## config.mk

```make
export PLATFORM = sky130hd
export DESIGN_NAME = bcd2_counter_scan
export DESIGN_NICKNAME = d
export VERILOG_FILES = /design/src/rtl/bcd2_counter_scan.sv
export SDC_FILE = /design/constraint.sdc
export NUM_CORES = 1
export LEC_CHECK = 0
export CORE_MARGIN = 2
export CORE_UTILIZATION = 40
export CTS_BUF_LIST = sky130_fd_sc_hd__clkbuf_8 sky130_fd_sc_hd__clkbuf_16
export CTS_CLUSTER_DIAMETER = 200
export DETAILED_ROUTE_END_ITERATION = 10
export PLACE_DENSITY = 0.7
export SYNTH_ARGS = -nofsm -noshare
export SYNTH_HDL_FRONTEND = slang
export SYNTH_SLANG_ARGS = --single-unit
```

## constraint.sdc

```tcl
create_clock -name clk -period 4.42 [get_ports clk]
set_input_delay 1.326 -clock clk [delete_from_list [all_inputs] [get_ports clk]]
set_output_delay 1.326 -clock clk [all_outputs]
set_load 0.05 [all_outputs]
```

## src/rtl/bcd2_counter_scan.sv

```systemverilog
// rtl/bcd2_counter_scan.sv - two-digit BCD up/down counter with load, terminal count and digit scanner
// Feeds a BCD-to-decimal decoder; every digit it can present is a legal BCD code.
module bcd2_counter_scan #(
   parameter int SCAN_DIV = 4
) (
   input  logic       clk,
   input  logic       rst,
   input  logic       en,
   input  logic       up,
   input  logic       load,
   input  logic [7:0] load_val,
   output logic [7:0] q,
   output logic       tc,
   output logic       load_err,
   output logic [3:0] d_out,
   output logic [1:0] dig_sel
);

   localparam int CW = (SCAN_DIV > 1) ? $clog2(SCAN_DIV) : 1;
   localparam logic [CW-1:0] SCAN_LAST = CW'(SCAN_DIV - 1);

   logic [3:0]    ones_q, ones_d;
   logic [3:0]    tens_q, tens_d;
   logic          load_err_q, load_err_d;
   logic [1:0]    dig_sel_q, dig_sel_d;
   logic [CW-1:0] scan_cnt_q, scan_cnt_d;

   logic          ones_bad, tens_bad;
   logic          at_max, at_min;

   always_comb begin
      ones_bad = (load_val[3:0] > 4'd9);
      tens_bad = (load_val[7:4] > 4'd9);
      at_max   = (tens_q == 4'd9) && (ones_q == 4'd9);
      at_min   = (tens_q == 4'd0) && (ones_q == 4'd0);
   end

   // Load beats count; invalid load digits are forced to zero so q stays BCD.
   always_comb begin
      ones_d     = ones_q;
      tens_d     = tens_q;
      load_err_d = 1'b0;
      if (load) begin
         ones_d     = ones_bad ? 4'd0 : load_val[3:0];
         tens_d     = tens_bad ? 4'd0 : load_val[7:4];
         load_err_d = ones_bad | tens_bad;
      end else if (en) begin
         if (up) begin
            if (ones_q >= 4'd9) begin
               ones_d = 4'd0;
               tens_d = (tens_q >= 4'd9) ? 4'd0 : tens_q + 4'd1;
            end else begin
               ones_d = ones_q + 4'd1;
            end
         end else begin
            if (ones_q == 4'd0) begin
               ones_d = 4'd9;
               tens_d = (tens_q == 4'd0) ? 4'd9 : tens_q - 4'd1;
            end else begin
               ones_d = ones_q - 4'd1;
            end
         end
      end
   end

   // The scanner free-runs regardless of counting or loading.
   always_comb begin
      scan_cnt_d = scan_cnt_q;
      dig_sel_d  = dig_sel_q;
      if (scan_cnt_q == SCAN_LAST) begin
         scan_cnt_d = '0;
         dig_sel_d  = {dig_sel_q[0], dig_sel_q[1]};
      end else begin
         scan_cnt_d = scan_cnt_q + CW'(1);
      end
   end

   always_ff @(posedge clk or posedge rst) begin
      if (rst) begin
         ones_q     <= 4'd0;
         tens_q     <= 4'd0;
         load_err_q <= 1'b0;
         dig_sel_q  <= 2'b01;
         scan_cnt_q <= '0;
      end else begin
         ones_q     <= ones_d;
         tens_q     <= tens_d;
         load_err_q <= load_err_d;
         dig_sel_q  <= dig_sel_d;
         scan_cnt_q <= scan_cnt_d;
      end
   end

   always_comb begin
      q        = {tens_q, ones_q};
      load_err = load_err_q;
      dig_sel  = dig_sel_q;
      d_out    = dig_sel_q[1] ? tens_q : ones_q;
      tc       = en & ~load & ((up & at_max) | (~up & at_min));
   end

endmodule

```

==> impl_summary.txt <==
----------------------------------------------------
[Timing]
  Clock skew ... 0.000608 ns
  Final total negative setup slack ... 0 ns
  Worst Max-Slew Pin Slew ... 0.518 ns
  Final number of max-transition violations ... 0
  Maximum frequency from static timing analysis ... 258 MHz
  RSZ-0062 raised after global routing ... false
  # setup viols final ... 0
  Number of hold violations in the final report ... 0
  Time the final worst path needs with I/O delays and setup ... 3.88 ns
  Relative max-transition margin ... 65.3%
  Post-route fraction of the period consumed by the critical path ... 87.8%

[GRT]
  Global-route met2 utilization ... between 30% and 40%
  Most Used Layer, Global Route ... met2
  Global-route wire length before repair ... approximately 5 mm
  Maximum number of pins on one net before global-route repair ... 20
  Gr usage total ... about a fifth
  Global-route congestion overflow total ... 0
  Initial antenna violation count ... 0
  Via count of the first global-routing pass ... approximately 1100
  Met3 track demand over resource ... 1.59%
  Met1 track demand over resource in global routing ... about 27%

[Clock network]
  Clock edge transition at the registers on the reported setup and hold paths ... 0.05 ns
  CTS buffer count ... 3
  Cts repair resizes ... 0
  Clock insertion delay at the later pin of the skew report ... between 0.2 and 0.25 ns
  Clock tree from TritonCTS ... done
  Root Buffer ... clkbuf_8
  Maximum clock path buffer count ... 2
  Number of hold buffers added after cts ... 0
  Sinks on the clock net ... 13
  # Post-CTS Setup Buffers ... 0
  H-tree level count ... 1

[Power]
  Total power density per cell area ... between 400 and 500 nW/um^2
  Static leakage ... 0.606 nW
  Total Power ... 0.000726 W
  Worst-case vdd ir drop ... 0.300 mV

[Drt]
  Post-detailed-route wirelength per cell ... 15.7 um
  DRT antenna net count ... 0
  Initial DRT Pass Iterations ... 4
  Via count of the routed design ... approximately 1100
  Initial drt markers ... 52
  Wire length reported by the detailed router ... ~3 mm
  DRC violation count after routing ... 0
  Vias per Instance ... just under 6

[Synth]
  Total of flip-flops plus latches after synthesis ... 13
  Most used flip-flop cell after synthesis ... dfrtp_1
  Ranking of synthesized cells by area ... dfrtp_1 (26%), ha_1 (9.9%), o21ai_0 (5.3%), inv_1 (4.0%), nor2_1 (3.3%)
  Most area-hungry cell type in the Yosys netlist ... dfrtp_1
  Number of enable flip-flop cells after synthesis ... 0
  Area fraction of the dominant cell type after synthesis ... 26.5%
  Number of library cell types mapped by synthesis ... 49
  Synthesized netlist net count ... roughly 160
  Syn Area/Cell ... 8.53 sq um
  Most frequent cells after synthesis ... dfrtp_1 (12), inv_1 (12), o21ai_0 (12), nor2_1 (10), ha_1 (9)
  Count of yosys warnings during synthesis ... 0
  Share of the yosys chip area belonging to registers ... 28.8%
  Synthesized netlist cell count ... 133
  Mapped cell area ... 1130 sq um
  Share of flip-flops with an asynchronous set or reset after synthesis ... 100%

[Floorplan]
  # IOs ... 29
  Row cnt ... 19
  Overall die height ... 57.3 um
  Total Die Area ... ~3300 sq um
  Starting density of the core ... around two fifths
  Floorplan core area ... roughly 2700 sq um
  Die boundary width ... 57.3 um

[Placed design]
  IO Port Bufs ... 28
  Cell count after placement ... about 190
  Placer's final routability congestion estimate ... 0.871
  HPWL after DPL ... 2.28 mm

[Finish]
  Antenna cell count ... 0
  Layout Nets ... 182
  Area used by sequential logic in the layout ... between 300 and 400 sq um
  Number of filler cells placed in the layout ... 244
  Fraction of final layout cells sized beyond drive strength 1 ... 10.1%
  Area overhead of the layout relative to synthesis ... 31.2%
  Combined area of the multi-input logic cells ... 728 sq um
  Post-layout instance count excluding filler cells ... 190

[Worst setup path]
  FF-to-FF Start ... ones_q[1]
  CP Class ... primary input to output pin
  Nature of the critical path endpoint ... output pin
  Largest fanout on the critical path ... 10
  Length in cells of the worst reg-to-reg path ... 6
  Required time reported for the critical path endpoint ... 3.09 ns
  R2r setup slk ... 2.37 ns
  Endpoint arrival time on the critical path ... between 2 and 3 ns
  Crit path launch type ... primary input
  Capturing point of the worst reg2reg path ... tens_q[3]

[Outcome]
  Run status ... finished clean

[Flow run]
  Number of maximum-capacitance constraint violations ... 0

[Worst hold path]
  Worst hold path startpoint ... scan_cnt_q[0]
  Class of the tightest hold or removal check ... flip-flop to flip-flop
  Hold path cells ... 1
  Worst Hold Path EP ... scan_cnt_q[0]

----------------------------------------------------
==> routing by layer <==
layer	part of all wire, %	vias to the layer above	routed length (um)
met5	0	-	0
met4	1.6	0	49
met3	4.4	4	132
met2	50	46	1480
met1	44	537	1310
li1	-	544	-
==> cell type report <==
| class | count | share of cell area (%) |
|---|---|---|
| Multi-Input combinational cell | 100 | 48.9 |
| Timing Repair Buffer | 30 | 20.5 |
| Sequential cell | 13 | 21.9 |
| Inverter | 12 | 3.03 |
| Tap cell | 31 | 2.61 |
| Clock inverter | 1 | 0.252 |
| Clock buffer | 3 | 2.77 |
==> layout by cell type, fill, tap and decap left out, types with 3 or more instances in the layout <==
cell type        synthesis  layout
nand3_1                  3       3
o21ai_0                 12      12
nand2_1                  6       6
a211oi_1                 3       3
ha_1                     9       9
nor2_1                  10      10
a21oi_1                  7       7
clkbuf_8                 0       3
dfrtp_1                 12      12
nand2b_1                 3       3
inv_1                   12      13
nor2b_1                  3       3
clkdlybuf4s50_1          0      27
==> worst max-delay path by stage <==
stage / from / to
after floorplan: load / tc
after global placement: up / tc
after detailed placement: up / tc
after CTS: up / tc
after global routing: up / tc
final: up / tc
==> cells by family (layout without fill, tap and decap cells) <==
logic type / Yosys count / in the layout / synth area share, %
simple gates: 41 / 41 / 21.0
buf+inv: 20 / 46 / 7.61
fa+ha+maj: 9 / 9 / 9.92
mux: 5 / 5 / 5.07
flops: 13 / 13 / 28.8
compound gates: 45 / 45 / 27.7
==> where the power goes <==
part           total (W)  switching [W]  leakage, nW  internal (W)
clock           0.000100      0.0000389       0.0269     0.0000611
combinational   0.000416       0.000251        0.417      0.000164
sequential      0.000211      0.0000682        0.163      0.000143
total           0.000726       0.000358        0.606      0.000368
==> through the flow <==
| stage | worst slack, ns | util (%) | instance area [sq um] | hold slack [ns] |
|---|---|---|---|---|
| floorplan | 0.499 | - | 1140 | 0.403 |
| global placement | 0.555 | 52.8 | 1440 | 0.414 |
| detailed placement | 0.539 | 52.8 | 1440 | 0.425 |
| CTS | 0.527 | 54.5 | 1490 | 0.432 |
| global route | 0.435 | 54.5 | 1490 | 0.460 |
| finish | 0.538 | 54.5 | 1490 | 0.426 |
==> critical path, cell delays in order <==
cell,delay [ns]
clkdlybuf4s50_1,0.42
buf_4,0.18
nor2_1,0.10
a2bb2oi_1,0.08
nor4_2,0.27
buf_12,0.18
==> sequential cells by signal, summed over array words and instances, names as in the netlist <==
register    flops
tens_q          4
ones_q          4
dig_sel         2
load_err        1
scan_cnt_q      2
(Power assumes the default switching activity.)
